[src/rtl/fe_capture_pkg.sv]
// Shared definitions for the front-end capture sequencer.
// State codes are mirrored by the Python register map.
package fe_capture_pkg;

    localparam int FE_DELAY_W_DEF = 20;
    localparam int FE_LEN_W_DEF   = 18;

    typedef enum logic [2:0] {
        FE_ST_IDLE    = 3'd0,
        FE_ST_ARMED   = 3'd1,
        FE_ST_DELAY   = 3'd2,
        FE_ST_CAPTURE = 3'd3,
        FE_ST_DONE    = 3'd4
    } fe_state_e;

    typedef enum logic [1:0] {
        FE_FIFO_CMD_DATA = 2'd0,
        FE_FIFO_CMD_STAT = 2'd1,
        FE_FIFO_CMD_TIME = 2'd2
    } fe_fifo_cmd_e;

endpackage

[src/rtl/fe_capture_ctrl_if.sv]
// Control/status bundle between register block, trigger logic and sequencer.
// FE_CAPTURE_CTRL_SEGMENTS_EN adds the multi-segment capture signals.
interface fe_capture_ctrl_if #(
    parameter int pDELAY_WIDTH = 20,
    parameter int pLEN_WIDTH   = 18
);
    logic                    I_arm;
    logic                    I_abort;
    logic                    I_trigger;
    logic [pDELAY_WIDTH-1:0] I_trigger_delay;
    logic [pLEN_WIDTH-1:0]   I_capture_len;
    logic                    I_data_wr;
    logic                    I_fifo_full;
    logic                    O_capture_enable;
    logic                    O_armed;
    logic                    O_done;
    logic                    O_overflow;
    logic [pLEN_WIDTH-1:0]   O_count;
    logic [2:0]              O_state;
`ifdef FE_CAPTURE_CTRL_SEGMENTS_EN
    logic [7:0]              I_segments;
    logic [7:0]              O_segment_count;
`endif

    modport master (
`ifdef FE_CAPTURE_CTRL_SEGMENTS_EN
        output I_segments,
        input  O_segment_count,
`endif
        output I_arm,
        output I_abort,
        output I_trigger,
        output I_trigger_delay,
        output I_capture_len,
        output I_data_wr,
        output I_fifo_full,
        input  O_capture_enable,
        input  O_armed,
        input  O_done,
        input  O_overflow,
        input  O_count,
        input  O_state
    );

    modport slave (
`ifdef FE_CAPTURE_CTRL_SEGMENTS_EN
        input  I_segments,
        output O_segment_count,
`endif
        input  I_arm,
        input  I_abort,
        input  I_trigger,
        input  I_trigger_delay,
        input  I_capture_len,
        input  I_data_wr,
        input  I_fifo_full,
        output O_capture_enable,
        output O_armed,
        output O_done,
        output O_overflow,
        output O_count,
        output O_state
    );

endinterface

[src/rtl/fe_ctrl_down_counter.sv]
// Loadable down-counter that stops at zero; used for the trigger delay.
// zero_o is decoded from the registered count.
module fe_ctrl_down_counter #(
    parameter int pWIDTH = 20
) (
    input  logic              clk_i,
    input  logic              rst_i,
    input  logic              load_i,
    input  logic [pWIDTH-1:0] load_val_i,
    input  logic              en_i,
    output logic              zero_o
);

    logic [pWIDTH-1:0] cnt_q;

    // Load wins over decrement; the count parks at zero.
    always_ff @(posedge clk_i) begin
        if (rst_i) begin
            cnt_q <= '0;
        end else if (load_i) begin
            cnt_q <= load_val_i;
        end else if (en_i && (cnt_q != '0)) begin
            cnt_q <= cnt_q - pWIDTH'(1);
        end
    end

    assign zero_o = (cnt_q == '0);

endmodule

[src/rtl/fe_capture_ctrl.sv]
// Capture sequencer: arm -> trigger -> delay -> capture N writes -> done.
// Optional multi-segment capture under FE_CAPTURE_CTRL_SEGMENTS_EN.
module fe_capture_ctrl
    import fe_capture_pkg::*;
#(
    parameter int pDELAY_WIDTH = FE_DELAY_W_DEF,
    parameter int pLEN_WIDTH   = FE_LEN_W_DEF
) (
    input  logic              fe_clk,
    input  logic              reset_i,
    fe_capture_ctrl_if.slave  bus
);

    localparam logic [pLEN_WIDTH-1:0] LEN_MAX = '1;

    fe_state_e               state_q;
    logic [pLEN_WIDTH-1:0]   len_q;
    logic [pLEN_WIDTH-1:0]   count_q;
    logic [pLEN_WIDTH-1:0]   count_inc;
    logic                    en_q;
    logic                    armed_q;
    logic                    done_q;
    logic                    ovf_q;
    logic                    hit_len;
    logic                    cap_end;
    logic                    seg_more;
    logic                    dly_load;
    logic                    dly_zero;
    logic [pDELAY_WIDTH-1:0] dly_val;

    assign count_inc = (count_q == LEN_MAX) ? count_q
                                            : count_q + pLEN_WIDTH'(1);
    assign hit_len   = bus.I_data_wr && (len_q != '0)
                       && (count_inc == len_q);
    assign cap_end   = hit_len || bus.I_fifo_full;
    assign dly_load  = (state_q == FE_ST_ARMED) && bus.I_trigger;
    assign dly_val   = bus.I_trigger_delay - pDELAY_WIDTH'(1);

    fe_ctrl_down_counter #(
        .pWIDTH (pDELAY_WIDTH)
    ) u_dly (
        .clk_i      (fe_clk),
        .rst_i      (reset_i),
        .load_i     (dly_load),
        .load_val_i (dly_val),
        .en_i       (state_q == FE_ST_DELAY),
        .zero_o     (dly_zero)
    );

`ifdef FE_CAPTURE_CTRL_SEGMENTS_EN
    logic [7:0] seg_tgt_q;
    logic [7:0] seg_cnt_q;
    logic [7:0] seg_inc;
    logic       arm_ok;

    assign seg_inc  = seg_cnt_q + 8'd1;
    assign seg_more = (seg_inc < seg_tgt_q);
    assign arm_ok   = bus.I_arm && ((state_q == FE_ST_IDLE)
                                 || (state_q == FE_ST_DONE));

    // Segment target sampled on arm; count advances on clean window ends.
    always_ff @(posedge fe_clk) begin
        if (reset_i) begin
            seg_tgt_q <= 8'd1;
            seg_cnt_q <= '0;
        end else if (!bus.I_abort) begin
            if (arm_ok) begin
                seg_cnt_q <= '0;
                seg_tgt_q <= (bus.I_segments == '0) ? 8'd1 : bus.I_segments;
            end else if ((state_q == FE_ST_CAPTURE) && hit_len
                         && !bus.I_fifo_full) begin
                seg_cnt_q <= seg_inc;
            end
        end
    end

    assign bus.O_segment_count = seg_cnt_q;
`else
    assign seg_more = 1'b0;
`endif

    // Sequencer FSM with registered status outputs; abort beats arm.
    always_ff @(posedge fe_clk) begin
        if (reset_i) begin
            state_q <= FE_ST_IDLE;
            en_q    <= 1'b0;
            armed_q <= 1'b0;
            done_q  <= 1'b0;
            ovf_q   <= 1'b0;
            count_q <= '0;
            len_q   <= '0;
        end else if (bus.I_abort) begin
            state_q <= FE_ST_IDLE;
            en_q    <= 1'b0;
            armed_q <= 1'b0;
        end else begin
            case (state_q)
                FE_ST_IDLE, FE_ST_DONE: begin
                    if (bus.I_arm) begin
                        state_q <= FE_ST_ARMED;
                        armed_q <= 1'b1;
                        done_q  <= 1'b0;
                        ovf_q   <= 1'b0;
                        count_q <= '0;
                        len_q   <= bus.I_capture_len;
                    end
                end
                FE_ST_ARMED: begin
                    if (bus.I_trigger) begin
                        armed_q <= 1'b0;
                        if (bus.I_trigger_delay == '0) begin
                            state_q <= FE_ST_CAPTURE;
                            en_q    <= 1'b1;
                        end else begin
                            state_q <= FE_ST_DELAY;
                        end
                    end
                end
                FE_ST_DELAY: begin
                    if (dly_zero) begin
                        state_q <= FE_ST_CAPTURE;
                        en_q    <= 1'b1;
                    end
                end
                FE_ST_CAPTURE: begin
                    if (bus.I_data_wr) begin
                        count_q <= count_inc;
                    end
                    if (bus.I_fifo_full) begin
                        ovf_q <= 1'b1;
                    end
                    if (cap_end) begin
                        en_q <= 1'b0;
                        if (!bus.I_fifo_full && seg_more) begin
                            state_q <= FE_ST_ARMED;
                            armed_q <= 1'b1;
                            count_q <= '0;
                        end else begin
                            state_q <= FE_ST_DONE;
                            done_q  <= 1'b1;
                        end
                    end
                end
                default: begin
                    state_q <= FE_ST_IDLE;
                    en_q    <= 1'b0;
                    armed_q <= 1'b0;
                    done_q  <= 1'b0;
                end
            endcase
        end
    end

    assign bus.O_capture_enable = en_q;
    assign bus.O_armed          = armed_q;
    assign bus.O_done           = done_q;
    assign bus.O_overflow       = ovf_q;
    assign bus.O_count          = count_q;
    assign bus.O_state          = state_q;

endmodule

[src/flat_wrapper.sv]
// flat-port wrapper written by rule: the top's interface ports become plain ports
module fe_capture_ctrl_flat import fe_capture_pkg::*;
#(
    parameter int pDELAY_WIDTH = FE_DELAY_W_DEF,
    parameter int pLEN_WIDTH   = FE_LEN_W_DEF
)
  (fe_clk, reset_i, bus_I_arm, bus_I_abort, bus_I_trigger, bus_I_trigger_delay, bus_I_capture_len, bus_I_data_wr, bus_I_fifo_full, bus_O_capture_enable, bus_O_armed, bus_O_done, bus_O_overflow, bus_O_count, bus_O_state);
  fe_capture_ctrl_if #(.pDELAY_WIDTH(pDELAY_WIDTH), .pLEN_WIDTH(pLEN_WIDTH)) bus_i ();
  input  logic fe_clk;
  input  logic reset_i;
  input wire logic [$bits(bus_i.I_arm)-1:0] bus_I_arm;
  input wire logic [$bits(bus_i.I_abort)-1:0] bus_I_abort;
  input wire logic [$bits(bus_i.I_trigger)-1:0] bus_I_trigger;
  input wire logic [$bits(bus_i.I_trigger_delay)-1:0] bus_I_trigger_delay;
  input wire logic [$bits(bus_i.I_capture_len)-1:0] bus_I_capture_len;
  input wire logic [$bits(bus_i.I_data_wr)-1:0] bus_I_data_wr;
  input wire logic [$bits(bus_i.I_fifo_full)-1:0] bus_I_fifo_full;
  output wire logic [$bits(bus_i.O_capture_enable)-1:0] bus_O_capture_enable;
  output wire logic [$bits(bus_i.O_armed)-1:0] bus_O_armed;
  output wire logic [$bits(bus_i.O_done)-1:0] bus_O_done;
  output wire logic [$bits(bus_i.O_overflow)-1:0] bus_O_overflow;
  output wire logic [$bits(bus_i.O_count)-1:0] bus_O_count;
  output wire logic [$bits(bus_i.O_state)-1:0] bus_O_state;
  assign bus_i.I_arm = bus_I_arm;
  assign bus_i.I_abort = bus_I_abort;
  assign bus_i.I_trigger = bus_I_trigger;
  assign bus_i.I_trigger_delay = bus_I_trigger_delay;
  assign bus_i.I_capture_len = bus_I_capture_len;
  assign bus_i.I_data_wr = bus_I_data_wr;
  assign bus_i.I_fifo_full = bus_I_fifo_full;
  assign bus_O_capture_enable = bus_i.O_capture_enable;
  assign bus_O_armed = bus_i.O_armed;
  assign bus_O_done = bus_i.O_done;
  assign bus_O_overflow = bus_i.O_overflow;
  assign bus_O_count = bus_i.O_count;
  assign bus_O_state = bus_i.O_state;
  fe_capture_ctrl #(.pDELAY_WIDTH(pDELAY_WIDTH), .pLEN_WIDTH(pLEN_WIDTH)) u_core (.fe_clk(fe_clk), .reset_i(reset_i), .bus(bus_i));
endmodule
[config.mk]
export PLATFORM = sky130hd
export DESIGN_NAME = fe_capture_ctrl_flat
export DESIGN_NICKNAME = d
export VERILOG_FILES = /design/src/rtl/fe_capture_pkg.sv /design/src/rtl/fe_capture_ctrl_if.sv /design/src/rtl/fe_ctrl_down_counter.sv /design/src/rtl/fe_capture_ctrl.sv /design/src/flat_wrapper.sv
export SDC_FILE = /design/constraint.sdc
export NUM_CORES = 1
export LEC_CHECK = 0
export CORE_MARGIN = 10
export CORE_UTILIZATION = 40
export CTS_CLUSTER_DIAMETER = 40
export DETAILED_ROUTE_END_ITERATION = 10
export GPL_TIMING_DRIVEN = 0
export PLACE_DENSITY = 0.59
export SYNTH_ARGS = -nofsm -noshare
export SYNTH_HDL_FRONTEND = slang
export SYNTH_SLANG_ARGS = --single-unit
[constraint.sdc]
create_clock -name fe_clk -period 9.56 [get_ports fe_clk]
set_input_delay 1.912 -clock fe_clk [delete_from_list [all_inputs] [get_ports fe_clk]]
set_output_delay 1.912 -clock fe_clk [all_outputs]
set_load 0.02 [all_outputs]
=== Yosys cells after proc, flatten, opt, wreduce, memory -nomap -nowiden ===
Index checks and enable logic that the tools add are counted.

* Bits of input ports: 45
* Output and inout bits: 25
* Flip-flop bits (word level): 63

* $add $sub $neg: 3
* Reductions and logical operators: 23
* Eq/ne operators: 13
* Muxes and demuxes: 25
* Bitwise gates (word level): 4

{| class="wikitable"
|+ Operators by type and width
! kind !! count
|-
| $mux W18 || 3
|-
| $logic_not A20 Y1 || 2
|-
| $mux W20 || 2
|-
| $sub A20 B1 Y20 const B || 2
|-
| $pmux W18 S2 || 1
|-
| $reduce_bool A20 Y1 || 1
|-
| $add A18 B1 Y18 const B || 1
|-
| $eq A18 B18 Y1 || 1
|-
| $eq A18 B18 Y1 const B || 1
|-
| $reduce_bool A18 Y1 || 1
|-
| $reduce_and A4 Y1 || 4
|-
| $mux W3 || 4
|-
| $pmux W3 S4 || 1
|-
| $mux W1 || 10
|-
| $ne A2 B2 Y1 const B || 5
|-
| $reduce_or A2 Y1 || 4
|-
| $eq A3 B2 Y1 const B || 2
|-
| $pmux W1 S3 || 2
|-
| $reduce_and A3 Y1 || 2
|-
| $reduce_and A5 Y1 || 1
|-
| $logic_and A1 B1 Y1 || 4
|-
| $ne A2 B1 Y1 const B || 2
|-
| $not A1 Y1 || 4
|-
| $pmux W1 S4 || 1
|-
| 6 further kinds || 7
|}

=== Logic depth before layout (Yosys ltp) ===
* Depth after elaboration: 7
* Depth in mapped cells: 14

=== Hierarchy ===
Synthesis repeated with hierarchy kept, for this count alone.

* Cells, all modules: 576
* Area, all modules: 4444.3 µm²

{| class="wikitable"
|+ Modules (own cells, without submodules)
! module !! cells each !! seq. area each (µm²) !! instances !! area each (µm²)
|-
| fe_capture_ctrl || 433 || 860.8 || 1 || 3230.6
|-
| fe_ctrl_down_counter || 143 || 400.4 || 1 || 1213.7
|}

=== Worst setup path before layout ===
OpenSTA, ideal clock, no wires.

* Kind: input-to-reg
* From: input bus_I_trigger
* To: register u_core.u_dly.cnt_q[14]
* Path slack: 4.756 ns
* Data arrival time: 4.672 ns
* Stages on the path: 12
* Cells stage by stage: and4bb_1 buf_6 clkbuf_1 clkbuf_1 mux2i_1 ha_1 o2111ai_4 or3_1 buf_2 or4_1 a31oi_1 a21oi_1

* Cells in the longest elaborated chain, start to end: 2

{| class="wikitable"
|+ RTL lines
! what !! line !! text
|-
| start, declared || flat_wrapper.sv:13 || <nowiki>input wire logic [$bits(bus_i.I_trigger)-1:0] bus_I_trigger;</nowiki>
|-
| $logic_and A1 B1 Y1 (*) || fe_capture_ctrl.sv:36 || <nowiki>assign dly_load = (state_q == FE_ST_ARMED) && bus.I_trigger;</nowiki>
|-
| $mux W20 or $reduce_bool A2 Y1 (tied branches) || - ||
|-
| end signal, assigned || fe_ctrl_down_counter.sv:21 || <nowiki>cnt_q <= load_val_i;</nowiki>
|-
| end signal, assigned || fe_ctrl_down_counter.sv:23 || <nowiki>cnt_q <= cnt_q - pWIDTH'(1);</nowiki>
|-
| end, declared || fe_ctrl_down_counter.sv:14 || <nowiki>logic [pWIDTH-1:0] cnt_q;</nowiki>
|}

Every way passes the cells marked *; elsewhere a longest branch is shown, timed or not.
A chain may end at the register's enable or synchronous reset.

=== Final worst setup path ===
Same ends and word-level chain as after synthesis.

==> impl_metrics.tcl <==
set metrics [dict create \
    post-place-cells 811 \
    cts_root_buf "clkbuf_8" \
    layout_common_cells "nor2_1 (77), nand2_1 (72), clkdlybuf4s50_1 (67)" \
    r2r_setup_slack_ns 5.42 \
    drt-total-wl_um 15700 \
    crit_start "bus_I_trigger" \
    core-area_um2 10900 \
    maxCapViolations 0 \
    hpwl_um 12400 \
    p_per_area_nw_per_um2 116 \
    skew_ns 0.0101 \
    cts.sinks 63 \
    hold_depth 2 \
    setup_tns_ns 0 \
    hold_class "register to register" \
    numCtsBuffers 9 \
    overflow 0 \
    postCtsHoldBufs 0 \
    portBuffers 67 \
    fillers 1132 \
    cts_tree "built" \
    worst_pin_slew_ns 0.849 \
    grt_pass1_vias 4501 \
    ys_warn_count 0 \
    setup_viol 0 \
    grt_start_max_net_pins 11 \
    dieArea_um2 15800 \
    fmax_ghz 0.173 \
    fin_crit_ns 5.79 \
    required_ns 9.77 \
    gp_congestion 0.962 \
    fin_crit_sh_pct 60.6 \
    avgSynthCellArea_um2 7.38 \
    drive_gt1_share_pct 7.00 \
    ys_types 68 \
    vias 4879 \
    grt_pass1_wl_um 24900 \
    finalHoldViolCount 0 \
    clk_latency_ns 0.36 \
    post_cts_buffers 0 \
    synthCells 604 \
    crit_fanout 10 \
    drv_slew 0 \
    antenna_found_initial 0 \
    slew_headroom_pct 42.9 \
    status "complete, no violations" \
    die_h_um 126 \
    drtIter0Drc 456 \
    setup.worst_path.end "u_core.u_dly.cnt_q[14]" \
    startpoint_type "input pin" \
    post-route-drc-count 0 \
    n_antenna_cell 0 \
    synth_fp_nets 651 \
    crit_type "input pin to register" \
    synth-edff-count 0 \
    nNetsFinal 729 \
    leakage_nw 1.80 \
    synth_flop_cell "dfxtp_1" \
    arrival_ns 6.00 \
    rr_endpoint "u_core.u_dly.cnt_q[14]" \
    syn_area_um2 4460 \
    ant_nets 0 \
    seq_area_frac_synth_pct 28.3 \
    ys_async_sr_fraction_pct 0 \
    grt_use_total_pct 19.3 \
    clockBufferDepth 2 \
    reg2reg_from "u_core.bus.O_state[0]" \
    crit_path_end_kind "register" \
    clk_pin_slew_worst_paths_ns 0.06 \
    final_common_cell "nor2_1" \
    post_cts_resized 0 \
    first_pass_iters 8 \
    wl_per_cell_um 19.1 \
    final_cells 826 \
    rr_worst_depth 13 \
    synth_seq_cells 63 \
    synthToLayoutAreaGrowth_pct 22.7 \
    viasPerCell 5.91 \
    die_w_um 126 \
    ios 70 \
    start_util_pct 40.9 \
    rows 38 \
    htreeDepth 3 \
    whs_ns 0.487 \
    rsz0062_at_grt "false" \
    ir_worst_vdd_mv 0.0754 \
]
==> routing by layer <==
| metal | GRT usage, % | vias to the layer above | wire length [um] |
|---|---|---|---|
| met4 | 5.62 | 0 | 216 |
| met1 | 28.1 | 2301 | 7590 |
| met2 | 27.4 | 211 | 6560 |
| met3 | 4.35 | 14 | 1390 |
| met5 | 0 | - | 0 |
| li1 | - | 2353 | - |
==> flip-flops by register name (all words and copies together), names as in the netlist <==
name	count
u_core.bus.O_armed	1
u_core.bus.O_capture_enable	1
u_core.bus.O_done	1
u_core.len_q	18
u_core.bus.O_overflow	1
u_core.u_dly.cnt_q	20
u_core.bus.O_count	18
u_core.bus.O_state	3
==> Yosys cell counts, types with 13 or more instances <==
cell type | count | area, um2
nor2_1 | 77 | 289
nand2_1 | 72 | 270
dfxtp_1 | 63 | 1260
a21oi_1 | 52 | 260
xnor2_1 | 39 | 342
nor3_1 | 32 | 160
o21ai_0 | 24 | 120
nand3_1 | 22 | 110
clkbuf_1 | 21 | 78.8
a211oi_1 | 18 | 135
buf_2 | 14 | 70.1
nor4_1 | 13 | 81.3
==> power by group <==
part	switching, mW	internal, mW	total, mW	leakage, nW
Clock	0.107	0.0983	0.205	0.0850
Combinational	0.0816	0.0662	0.148	1.20
Sequential	0.0103	0.271	0.281	0.511
Total	0.199	0.435	0.634	1.80
==> cell type report <==
cell class | instances | area, um2 | area share, %
Inverter | 3 | 11.3 | 0.206
Sequential cell | 63 | 1260 | 23.1
Clock buffer | 11 | 141 | 2.59
Clock inverter | 4 | 22.5 | 0.412
Buffer | 40 | 181 | 3.32
Timing Repair Buffer | 67 | 671 | 12.3
Tap cell | 140 | 175 | 3.21
Multi-Input combinational cell | 498 | 3000 | 54.9
==> worst min-delay path by stage <==
stage	startpoint	slack, ns	endpoint
after floorplan	u_core.len_q[12]	0.46	u_core.len_q[12]
after global placement	u_core.len_q[4]	0.48	u_core.len_q[4]
after detailed placement	u_core.len_q[13]	0.48	u_core.len_q[13]
after CTS	u_core.len_q[13]	0.49	u_core.len_q[13]
after global routing	u_core.len_q[13]	0.50	u_core.len_q[13]
final	u_core.len_q[13]	0.49	u_core.len_q[13]
==> critical path: stages <==
cell,delay [ns]
clkdlybuf4s50_1,0.57
and4bb_1,0.29
buf_6,0.19
clkbuf_1,0.41
clkbuf_1,0.55
mux2i_1,0.28
ha_1,0.31
o2111ai_4,0.24
or3_1,0.41
buf_2,0.18
or4_1,0.41
a31oi_1,0.17
a21oi_1,0.08
==> cells by family after synthesis <==
| logic type | after synthesis | share of synthesized area (%) |
|---|---|---|
| and+or+nand+nor | 291 | 33.0 |
| AOI/OAI and AO/OA | 146 | 21.4 |
| DFF | 63 | 28.3 |
| xor gates and xnor gates | 51 | 10.0 |
| buffers and inverters | 43 | 4.32 |
| muxes | 8 | 2.39 |
| adders and majority gates | 2 | 0.562 |
==> per-stage QoR <==
step | cell area [um2] | setup slack [ns] | utilization (%) | power [mW]
after floorplan | 4460 | 4.76 | - | 0.381
after global placement | 5300 | 3.49 | 48.7 | 0.432
after detailed placement | 5300 | 3.48 | 48.7 | 0.432
after CTS | 5470 | 3.85 | 50.2 | 0.638
after global routing | 5470 | 3.52 | 50.2 | 0.667
final | 5470 | 3.77 | 50.2 | 0.634
Power figures use the tool's default switching activity.
